==> config.mk <==
export PLATFORM = sky130hd
export DESIGN_NAME = rgb_pixel_feeder
export DESIGN_NICKNAME = d
export VERILOG_FILES = /design/src/rtl/rgb_pixel_feeder.sv
export SDC_FILE = /design/constraint.sdc
export NUM_CORES = 1
export LEC_CHECK = 0
export ABC_AREA = 1
export CAP_MARGIN = 15
export CORE_MARGIN = 10
export CORE_UTILIZATION = 60
export DETAILED_ROUTE_END_ITERATION = 10
export DONT_BUFFER_PORTS = 1
export HOLD_SLACK_MARGIN = 0.15
export PLACE_DENSITY = 0.76
export SLEW_MARGIN = 40
export SYNTH_ARGS = -nofsm -noshare
export SYNTH_HDL_FRONTEND = slang
export SYNTH_SLANG_ARGS = --single-unit
==> constraint.sdc <==
create_clock -name clk -period 3.15 [get_ports clk]
set_input_delay 0.315 -clock clk [delete_from_list [all_inputs] [get_ports clk]]
set_output_delay 0.315 -clock clk [all_outputs]
set_load 0.03 [all_outputs]
==> src/rtl/rgb_pixel_feeder.sv <==
// rgb_pixel_feeder: buffers RGB pixels in a small FIFO and walks each one through the
// converter's level-based enable/ready handshake. The HSV result is held in a
// one-entry output slot. A watchdog bounds the time spent waiting on the converter.
module rgb_pixel_feeder #(
  parameter int unsigned FIFO_DEPTH     = 4,
  parameter int unsigned TIMEOUT_CYCLES = 16
) (
  input  logic                        clk,
  input  logic                        reset_n,
  input  logic                        pixel_valid,
  output logic                        pixel_ready,
  input  logic [23:0]                 pixel_rgb,
  output logic                        convert_enable,
  output logic [7:0]                  red_channel,
  output logic [7:0]                  green_channel,
  output logic [7:0]                  blue_channel,
  input  logic                        conversion_ready,
  input  logic [8:0]                  hue_in,
  input  logic [7:0]                  saturation_in,
  input  logic [7:0]                  value_in,
  output logic                        hsv_valid,
  input  logic                        hsv_ready,
  output logic [24:0]                 hsv_data,
  output logic [$clog2(FIFO_DEPTH):0] fifo_level,
  output logic                        timeout_error,
  input  logic                        error_clear
);
  localparam int unsigned AW = $clog2(FIFO_DEPTH);
  localparam int unsigned LW = AW + 1;
  localparam int unsigned CW = $clog2(TIMEOUT_CYCLES);
  localparam logic [CW-1:0] CntMax  = CW'(TIMEOUT_CYCLES - 1);
  localparam logic [LW-1:0] LvlFull = LW'(FIFO_DEPTH);

  typedef enum logic [1:0] {StIdle, StRequest, StRelease} state_e;

  logic [23:0]   r_mem [FIFO_DEPTH];
  logic [AW-1:0] r_wr_ptr, r_rd_ptr;
  logic [LW-1:0] r_level;
  state_e        r_state, w_state_next;
  logic [CW-1:0] r_cnt;
  logic [23:0]   r_rgb;
  logic          r_hsv_valid;
  logic [24:0]   r_hsv_data;
  logic          r_timeout_error;

  logic w_push, w_pop, w_empty, w_full;
  logic w_capture, w_expire, w_cnt_clr, w_cnt_inc;

  assign w_empty        = (r_level == '0);
  assign w_full         = (r_level == LvlFull);
  assign w_push         = pixel_valid && !w_full;
  assign pixel_ready    = !w_full;
  assign fifo_level     = r_level;
  assign convert_enable = (r_state == StRequest);
  assign red_channel    = r_rgb[23:16];
  assign green_channel  = r_rgb[15:8];
  assign blue_channel   = r_rgb[7:0];
  assign hsv_valid      = r_hsv_valid;
  assign hsv_data       = r_hsv_data;
  assign timeout_error  = r_timeout_error;

  // Pixel storage; contents need no reset since occupancy is tracked separately.
  always_ff @(posedge clk) begin
    if (w_push) r_mem[r_wr_ptr] <= pixel_rgb;
  end

  // FIFO pointers and occupancy; pointers wrap naturally at the power-of-2 depth.
  always_ff @(posedge clk or negedge reset_n) begin
    if (!reset_n) begin
      r_wr_ptr <= '0;
      r_rd_ptr <= '0;
      r_level  <= '0;
    end else begin
      if (w_push) r_wr_ptr <= r_wr_ptr + AW'(1);
      if (w_pop)  r_rd_ptr <= r_rd_ptr + AW'(1);
      case ({w_push, w_pop})
        2'b10:   r_level <= r_level + LW'(1);
        2'b01:   r_level <= r_level - LW'(1);
        default: r_level <= r_level;
      endcase
    end
  end

  // Next-state and control decode for the handshake sequencer.
  always_comb begin
    w_state_next = r_state;
    w_pop        = 1'b0;
    w_capture    = 1'b0;
    w_expire     = 1'b0;
    w_cnt_clr    = 1'b0;
    w_cnt_inc    = 1'b0;
    unique case (r_state)
      StIdle: begin
        // A full output slot stalls the next pop so no result is ever overwritten.
        if (!w_empty && !r_hsv_valid) begin
          w_pop        = 1'b1;
          w_cnt_clr    = 1'b1;
          w_state_next = StRequest;
        end
      end
      StRequest: begin
        if (conversion_ready) begin
          w_capture    = 1'b1;
          w_cnt_clr    = 1'b1;
          w_state_next = StRelease;
        end else if (r_cnt == CntMax) begin
          w_expire     = 1'b1;
          w_cnt_clr    = 1'b1;
          w_state_next = StRelease;
        end else begin
          w_cnt_inc = 1'b1;
        end
      end
      StRelease: begin
        if (!conversion_ready) begin
          w_cnt_clr    = 1'b1;
          w_state_next = StIdle;
        end else if (r_cnt == CntMax) begin
          w_expire     = 1'b1;
          w_cnt_clr    = 1'b1;
          w_state_next = StIdle;
        end else begin
          w_cnt_inc = 1'b1;
        end
      end
      default: w_state_next = StIdle;
    endcase
  end

  // Sequencer state, watchdog counter and the channel registers loaded on pop.
  always_ff @(posedge clk or negedge reset_n) begin
    if (!reset_n) begin
      r_state <= StIdle;
      r_cnt   <= '0;
      r_rgb   <= '0;
    end else begin
      r_state <= w_state_next;
      if (w_cnt_clr)      r_cnt <= '0;
      else if (w_cnt_inc) r_cnt <= r_cnt + CW'(1);
      if (w_pop) r_rgb <= r_mem[r_rd_ptr];
    end
  end

  // Output slot and sticky watchdog flag; a new timeout beats a simultaneous clear.
  always_ff @(posedge clk or negedge reset_n) begin
    if (!reset_n) begin
      r_hsv_valid     <= 1'b0;
      r_hsv_data      <= '0;
      r_timeout_error <= 1'b0;
    end else begin
      if (w_capture) begin
        r_hsv_valid <= 1'b1;
        r_hsv_data  <= {hue_in, saturation_in, value_in};
      end else if (r_hsv_valid && hsv_ready) begin
        r_hsv_valid <= 1'b0;
      end
      if (w_expire)         r_timeout_error <= 1'b1;
      else if (error_clear) r_timeout_error <= 1'b0;
    end
  end

endmodule
==> flow_summary.yaml, run 1 <==
status:
  outcome: "completed"
worst_setup_path:
  crit_fanout: 8
  crit_family: "simple AND/OR/NAND/NOR gates"
  cp-end-kind: "register"
  crit_top_cell: "inv_1"
  crit_slowest_cell: "dfrtp_1"
  cp.required_ns: 3.55
  crit_path_cell_trace: "inv_1, nand3_1, nand2_2, ha_1, inv_1, fa_1, a21oi_1, o21ai_0, xor2_1"
  slowest_delay_ns: 0.50
  cp_num_buf_inv: 2
  arrival_ns: 2.98
  critPathKind: "reg2reg"
  critPathLaunchType: "register"
yosys:
  synth_commonest_cells: "97 x nand2_1, 96 x edfxtp_1, 83 x nor2_1"
  synth_top_flop_cell: "edfxtp_1"
  async_flop_share_pct: 40.00
  synth.top_cells.by_area: "edfxtp_1 44%, dfrtp_1 25%, nand2_1 5.6%, nor2_1 4.8%, mux2_4 4.4%"
  synth_edf_count: 96
  avgSynthCellArea_um2: 12.32
  synthCells: 526
  synth_seq_cells: 160
  synth_cell_types: 29
  yosys.area.top_type: "edfxtp_1"
  synth.net_count: 593
  synthesis.area_mm2: 0.006481
  synth-seq-area-share_pct: 69.19
  ys_warn_count: 0
  yosysMostFrequentCell: "nand2_1"
  synth_top_area_share_pct: 44.48
power_and_ir_drop:
  ir_drop_v: 0.0006097
  powerDensity_mw_per_mm2: 1069
  leakage_nw: 3.174
  p_total_mw: 8.249
place:
  port_buffers: 0
  place_area_mm2: 0.006585
  gp_congestion: 0.8179
  placed_cells: 650
  hpwlAfterDp_mm: 8.317
grt:
  grt_pass1_vias: 4111
  grt_start_max_net_pins: 65
  overflow: 0
  track_usage_pct: 18.85
  antenna_found_initial: 0
  grt_pass1_wl_mm: 22.00
die:
  ios: 111
  rows: 37
  die_h_um: 123.9
  initial_core_util_pct: 62.22
  die_w_um: 123.9
  die-area_mm2: 0.01536
  core-area_mm2: 0.01042
cts:
  cts_buffer_depth: 2
  cts_hold_buf: 56
  cts_setup_buffers: 0
  cts_tree: "built"
  cts_root_buf: "clkbuf_8"
  cts.repair.resized: 0
  clk_pin_slew_worst_paths_ns: 0.06
  clock_latency_ns: 0.52
  h-tree-depth: 4
  cts_num_sinks: 160
  cts_buffers: 17
timing:
  hold_viol_final: 0
  slew_headroom_pct: 56.73
  setup_viol: 0
  tns_ns: 0
  fin_crit_ns: 2.584
  fmax_mhz: 387.0
  worst_pin_slew_ns: 0.6484
  rsz0062_at_grt: "no"
  fin_crit_sh_pct: 82.04
  drv_slew: 0
  final.setup_skew_ns: 0.008557
routing:
  met1_length_mm: 5.627
  wl_met3_mm: 1.206
  routed_wirelength_mm: 14.33
  post-route-drc-count: 0
  first_pass_iters: 4
  ant_nets: 0
  post_drt_via_cell_ratio: 5.451
  dr.max_layer_used: "met4"
  route.vias.total: 4023
  met2_length_mm: 7.307
  drt_iter0_drc: 334
  wire_per_inst_um: 19.42
min_path:
  hold_path_class: "in2reg"
layout:
  final_cells: 738
  drive_above_1_share_pct: 12.79
  synthToLayoutAreaGrowth_pct: 19.11
  fin_util_pct: 74.11
  diodes: 0
  nNetsFinal: 656
  final_cell_area_mm2: 0.007720
run:
  maxCapViolations: 0
## cell usage in the layout, fill, tap and decap left out, types with 2 or more instances in the layout
cell type / netlist / final
nand3_1: 6 / 6
nor2_1: 83 / 79
o21ai_1: 27 / 27
mux2_2: 6 / 6
edfxtp_1: 96 / 96
a21oi_1: 2 / 2
dlygate4sd3_1: 0 / 55
xor2_1: 5 / 5
nand4_1: 4 / 4
nor2_2: 1 / 5
ha_1: 11 / 11
dfrtp_1: 64 / 63
clkinv_1: 0 / 3
mux2_4: 19 / 19
inv_2: 2 / 2
inv_1: 24 / 24
nand2_1: 97 / 97
o21ai_0: 51 / 51
clkinvlp_4: 0 / 4
inv_6: 0 / 2
bufinv_16: 0 / 2
buf_4: 1 / 9
clkbuf_16: 0 / 16
clkinv_2: 0 / 3
## state kept, by name (all words and copies together) (netlist names)
signal         count
r_rgb             24
r_wr_ptr           2
hsv_valid          1
r_state            2
timeout_error      1
fifo_level         3
hsv_data          25
r_cnt              4
r_mem             96
r_rd_ptr           2
## per-stage QoR
stage | setup WS (ns) | hold WS, ns
floorplan | 0.5581 | 0.01941
CTS | 0.5500 | 0.1740
global placement | 0.7153 | 0.02193
global route | 0.4739 | 0.2311
finish | 0.5657 | 0.1918
detailed placement | 0.5580 | 0.02168
## power by group
group | internal, mW | switching, mW
Sequential | 2.90 | 1.13
Clock | 1.12 | 0.794
Combinational | 0.879 | 1.43
## worst reg2reg max path, stage by stage (launching register included)
cell and delay (ns):
dfrtp_1 0.50, inv_1 0.20, nand3_1 0.36, nand2_2 0.35, ha_1 0.19, inv_1 0.07, fa_1 0.38, a21oi_1 0.14
o21ai_0 0.11, xor2_1 0.16
## kinds of logic after synthesis
family                   synth area share [%]
AO/OA/AOI/OAI                           6.313
XOR/XNOR                               0.8108
adder cells (fa/ha/maj)                 2.432
buffers and inverters                   3.745
flip-flops                              69.19
multiplexers                            5.444
AND/OR/NAND/NOR                         12.07
## worst paths after layout
kind	from	to	slack (ns)	cells after the start
setup / recovery	fifo_level[1]	fifo_level[2]	0.57	9
hold / removal	conversion_ready	r_state[0]	0.19	5
setup reg to reg	fifo_level[1]	fifo_level[2]	0.57	9
hold reg to reg	r_state[1]	r_state[1]	0.57	2
max in group asynchronous	reset_n	r_rd_ptr[1]	2.51	2
min in group asynchronous	reset_n	r_state[1]	0.34	2
## routing by layer
layer | vias up | track usage, %
met5 | - | 0
met4 | 0 | 6.906
met3 | 18 | 6.516
met2 | 129 | 31.89
met1 | 1968 | 21.87
li1 | 1908 | -
## area by class of cell
type / instances / area, µm²
fill: 649 / 2696
inverter: 26 / 97.59
clock inverter: 15 / 142.6
clock buffer: 17 / 414.1
tap: 136 / 170.2
timing repair buffer: 65 / 645.6
multi-input combinational: 319 / 1764
sequential: 160 / 4486
Note: power is estimated with default switching activity, not from simulation.
==> run 2: changes to the inputs <==
Clock period 3.15 ns to 2.6 ns, I/O delays scaled along.
==> run 2 against run 1 <==
Design area up 1.3%. Critical path depth unchanged. Cell count grew 0.81%. Global-route usage up 0.17 points. Power grew 22%. Fmax grew 20%. Clock-buffer cell count increased by 5. Largest cell class unchanged. Setup slack lost 0.11 ns. Clock skew barely moved.
==> flow_summary.yaml, run 2 (synthesized netlist as in run 1, its figures left out) <==
routing:
  first_pass_iters: 5
  post_drt_via_cell_ratio: 5.476
  route.vias.total: 4074
  routed_wirelength_mm: 14.03
  ant_nets: 0
  post-route-drc-count: 0
  wire_per_inst_um: 18.86
  drt_iter0_drc: 288
worst_setup_path:
  reg2reg_depth: 9
  regToRegStartpoint: "fifo_level[1]"
  critPathLaunchType: "register"
  critPathKind: "reg2reg"
  cp-end-kind: "register"
  r2r-end: "fifo_level[2]"
  cp.required_ns: 3.01
  arrival_ns: 2.56
  crit_fanout: 8
  reg2reg_slack_ns: 0.45
layout:
  nNetsFinal: 662
  final_cell_area_mm2: 0.007820
  diodes: 0
  multi_input_area_mm2: 0.001764
  largest_register_ffs: 96
  fin_util_pct: 75.08
  synthToLayoutAreaGrowth_pct: 20.66
  n_fill_cell: 638
  regArea_mm2: 0.004484
  regMostFlops: "r_mem"
  final_common_cell: "nand2_1"
  drive_above_1_share_pct: 13.65
  final_cell_mix: "97 x nand2_1, 96 x edfxtp_1, 79 x nor2_1"
timing:
  slew_headroom_pct: 65.99
  final.setup_skew_ns: 0.008447
  drv_slew: 0
  fin_crit_sh_pct: 82.66
  fmax_mhz: 465.3
  hold_viol_final: 0
  fin_crit_ns: 2.149
  worst_pin_slew_ns: 0.5097
  setup_viol: 0
  whs_ns: 0.2567
  tns_ns: 0
  rsz0062_at_grt: "no"
power_and_ir_drop:
  p_total_mw: 10.09
  ir_drop_v: 0.0008218
  leakage_nw: 3.234
  powerDensity_mw_per_mm2: 1290
cts:
  clock_latency_ns: 0.54
  cts_tree: "built"
  h-tree-depth: 4
  cts_root_buf: "clkbuf_8"
  cts_buffers: 17
  cts_buffer_depth: 2
  clk_pin_slew_worst_paths_ns: 0.06
  cts_num_sinks: 160
  cts_setup_buffers: 0
status:
  outcome: "completed"
grt:
  grt_start_max_net_pins: 65
  overflow: 0
  grt_pass1_vias: 4209
  track_usage_pct: 19.03
  grt_pass1_wl_mm: 22.25
  antenna_found_initial: 0
run:
  maxCapViolations: 0
die:
  die_w_um: 123.9
  die_h_um: 123.9
  ios: 111
  die-area_mm2: 0.01536
  initial_core_util_pct: 62.22
  core-area_mm2: 0.01042
  rows: 37
place:
  gp_congestion: 0.7574
  port_buffers: 0
  hpwlAfterDp_mm: 8.521
  place_area_mm2: 0.006659
min_path:
  hold_path_class: "in2async"
==> run 2: how the worst max path moves through the flow <==
stage | start | to | slack [ns] | cells past startpoint
6_report | fifo_level[1] | fifo_level[2] | 0.45 | 9
5_1_grt | fifo_level[1] | fifo_level[2] | 0.27 | 9
4_1_cts | fifo_level[1] | fifo_level[2] | 0.43 | 9
3_5_place_dp | fifo_level[1] | fifo_level[2] | 0.44 | 9
3_3_place_gp | fifo_level[1] | fifo_level[2] | 0.45 | 9
2_1_floorplan | fifo_level[0] | r_mem[0][0] | 0.008 | 4
==> run 2: critical path: stages (launching register included) <==
cell     delay, ns
dfrtp_1       0.50
inv_1         0.18
nand3_1       0.12
nand2_2       0.21
ha_1          0.18
inv_1         0.06
fa_1          0.37
a21oi_1       0.14
o21ai_0       0.10
xor2_1        0.15
==> run 2: repair_timing <==
item | 4_1_cts | 5_1_grt
hold buffers | 57 | 0
hold endpoints to repair | 194 | 0
gates resized for setup | 0 | 0
==> run 2: stage by stage <==
| step | setup slack (ns) | std cells |
|---|---|---|
| floorplan | 0.008090 | 526 |
| finish | 0.4509 | 744 |
| CTS | 0.4279 | 744 |
| global route | 0.2736 | 744 |
| global placement | 0.4462 | 655 |
| detailed placement | 0.4393 | 655 |
==> run 2: layout make-up <==
type / instances / share of cell area [%]
multi-input combinational: 319 / 22.56
tap: 136 / 2.176
clock buffer: 22 / 6.048
timing repair buffer: 71 / 9.344
sequential: 160 / 57.34
inverter: 26 / 1.248
clock inverter: 10 / 1.280
==> run 2: routing by layer <==
metal | share of wire (%) | global-route usage [%] | wire length [µm]
met1 | 39 | 21.86 | 5489
met2 | 49 | 31.62 | 6916
met4 | 2.0 | 8.633 | 280
met5 | 0 | 0 | 0
met3 | 9.6 | 6.606 | 1343
==> run 2: where the power goes <==
part	internal [mW]	total [mW]	switching [mW]
Sequential	3.51	4.81	1.31
Clock	1.38	2.37	0.981
Combinational	1.14	2.91	1.77
==> run 3: changes to the inputs <==
Settings changed: CORE_UTILIZATION 60 to 57, PLACE_DENSITY 0.76 to 0.75.
Clock period 2.6 ns to 1.8 ns, I/O delays scaled along.
==> run 3 against run 2 <==
Register-to-register slack worse by 0.42 ns. Fmax increased by 22%. Clock-buffer cell count decreased by 3. First-iteration DRC count is 35% higher. Via count decreased by 0.54%. Largest cell class unchanged. Largest power group unchanged. Flip-flop and latch count unchanged. Clock skew increased by 0.00075 ns. Highest routed layer unchanged.
==> flow_summary.yaml, run 3 (synthesized netlist as in run 1, its figures left out) <==
status:
  outcome: "completed"
worst_setup_path:
  cp-end-kind: "register"
  critPathKind: "reg2reg"
  reg2reg_depth: 10
  critPathLaunchType: "register"
  arrival_ns: 2.07
  regToRegStartpoint: "r_state[1]"
  crit_fanout: 3
  r2r-end: "fifo_level[2]"
  reg2reg_slack_ns: 0.03
  cp.required_ns: 2.10
routing:
  met2_length_mm: 7.025
  route.vias.total: 4052
  post-route-drc-count: 0
  routed_wirelength_mm: 14.03
  wire_per_inst_um: 18.55
  wl_met3_um: 965
  met1_length_mm: 5.766
  first_pass_iters: 5
  post_drt_via_cell_ratio: 5.360
  drt_iter0_drc: 388
  ant_nets: 0
  dr.max_layer_used: "met4"
timing:
  tns_ns: 0
  fin_crit_sh_pct: 98.09
  final.setup_skew_ns: 0.009196
  slew_headroom_pct: 69.62
  rsz0062_at_grt: "yes"
  fin_crit_ns: 1.766
  drv_slew: 0
  setup_viol: 0
  hold_viol_final: 0
  fmax_mhz: 566.4
  worst_pin_slew_ns: 0.4552
power_and_ir_drop:
  p_total_mw: 14.97
  leakage_nw: 3.255
  ir_drop_v: 0.001429
  powerDensity_mw_per_mm2: 1882
layout:
  regMostFlops: "r_mem"
  nNetsFinal: 670
  fin_util_pct: 72.42
  drive_above_1_share_pct: 16.40
  largest_register_ffs: 96
  n_fill_cell: 683
  synthToLayoutAreaGrowth_pct: 22.72
  final_common_cell: "nand2_1"
  final_cell_mix: "97 x nand2_1, 96 x edfxtp_1, 79 x nor2_1"
  diodes: 0
die:
  die_h_um: 126.6
  die_w_um: 126.6
  initial_core_util_pct: 59.01
  ios: 111
  core-area_mm2: 0.01098
  die-area_mm2: 0.01604
  rows: 38
grt:
  overflow: 0
  track_usage_pct: 17.84
  grt_pass1_vias: 4158
  grt_pass1_wl_mm: 22.47
  grt_start_max_net_pins: 65
  antenna_found_initial: 0
run:
  maxCapViolations: 0
min_path:
  min_to: "r_state[0]"
  min_from: "conversion_ready"
  hold_path_class: "in2reg"
  whs_path_depth: 4
place:
  hpwlAfterDp_mm: 8.202
  gp_congestion: 0.7886
  port_buffers: 0
cts:
  cts_root_buf: "clkbuf_16"
  h-tree-depth: 4
  cts_num_sinks: 160
  clock_latency_ns: 0.43
  clk_pin_slew_worst_paths_ns: 0.06
  cts_buffers: 17
  cts_buffer_depth: 2
  cts_tree: "built"
[run 3: cell types whose count changed in the layout (fill, tap and decap cells not counted), moves of 3 or more]
cell	before	now
buf_4	11	20
clkbuf_8	5	0
clkinv_1	0	3
dfrtp_1	64	61
dfrtp_2	0	3
inv_1	24	19
inv_4	0	3
[run 3: repair_timing]
item                                    in CTS  in global routing
endpoints found under the setup margin       1                  1
gates resized for setup                      0                  0
endpoints found under the hold margin      194                  0
hold buffers                                55                  0
setup buffers                                1                  3
[run 3: worst max-delay path by stage]
stage,start,end,slack [ns],cells past startpoint
2_1_floorplan,fifo_level[0],fifo_level[2],-0.15,11
3_3_place_gp,r_state[1],fifo_level[2],0.07,10
3_5_place_dp,r_state[0],fifo_level[2],0.01,10
4_1_cts,r_state[1],fifo_level[2],0.006,10
5_1_grt,r_state[1],fifo_level[2],-0.08,10
6_report,r_state[1],fifo_level[2],0.03,10
[run 3: stage by stage]
step / instance area, µm² / cells / worst slack [ns] / hold WS (ns)
floorplan: 6555 / 526 / -0.1456 / -0.1156
global placement: 6785 / 665 / 0.07032 / -0.1136
detailed placement: 6785 / 665 / 0.01063 / -0.1134
CTS: 7931 / 753 / 0.006050 / 0.1540
global route: 7954 / 756 / -0.08218 / 0.2200
finish: 7954 / 756 / 0.03435 / 0.1737
[run 3: worst max-delay path: stages (launching register included)]
cell and delay, ns:
dfrtp_1 0.39, inv_2 0.10, ha_4 0.15, nand3_4 0.08
inv_4 0.07, ha_4 0.12, inv_2 0.04, fa_2 0.34
a21oi_1 0.12, o21ai_1 0.09, xor2_1 0.15
[run 3: power by group]
part	switching [mW]	total (mW)	internal, mW	leakage (nW)
Sequential	1.75	6.82	5.07	1.66
Combinational	2.83	4.72	1.89	1.33
Clock	1.39	3.42	2.04	0.267
[run 3: final cells by class]
cell class / instances / area [µm²] / share of cell area [%]
repair buffers: 79 / 798.3 / 10.04
well taps: 140 / 175.2 / 2.202
inverters: 26 / 105.1 / 1.321
clock buffers: 19 / 432.9 / 5.443
flip-flops and latches: 160 / 4488 / 56.43
multi-input cells: 319 / 1817 / 22.84
clock inverters: 13 / 137.6 / 1.730
[run 3: routing by layer]
metal	GRT usage, %	up-vias
met5	0	-
met4	7.971	0
met3	6.372	24
met2	29.13	130
met1	20.76	1961
li1	-	1937
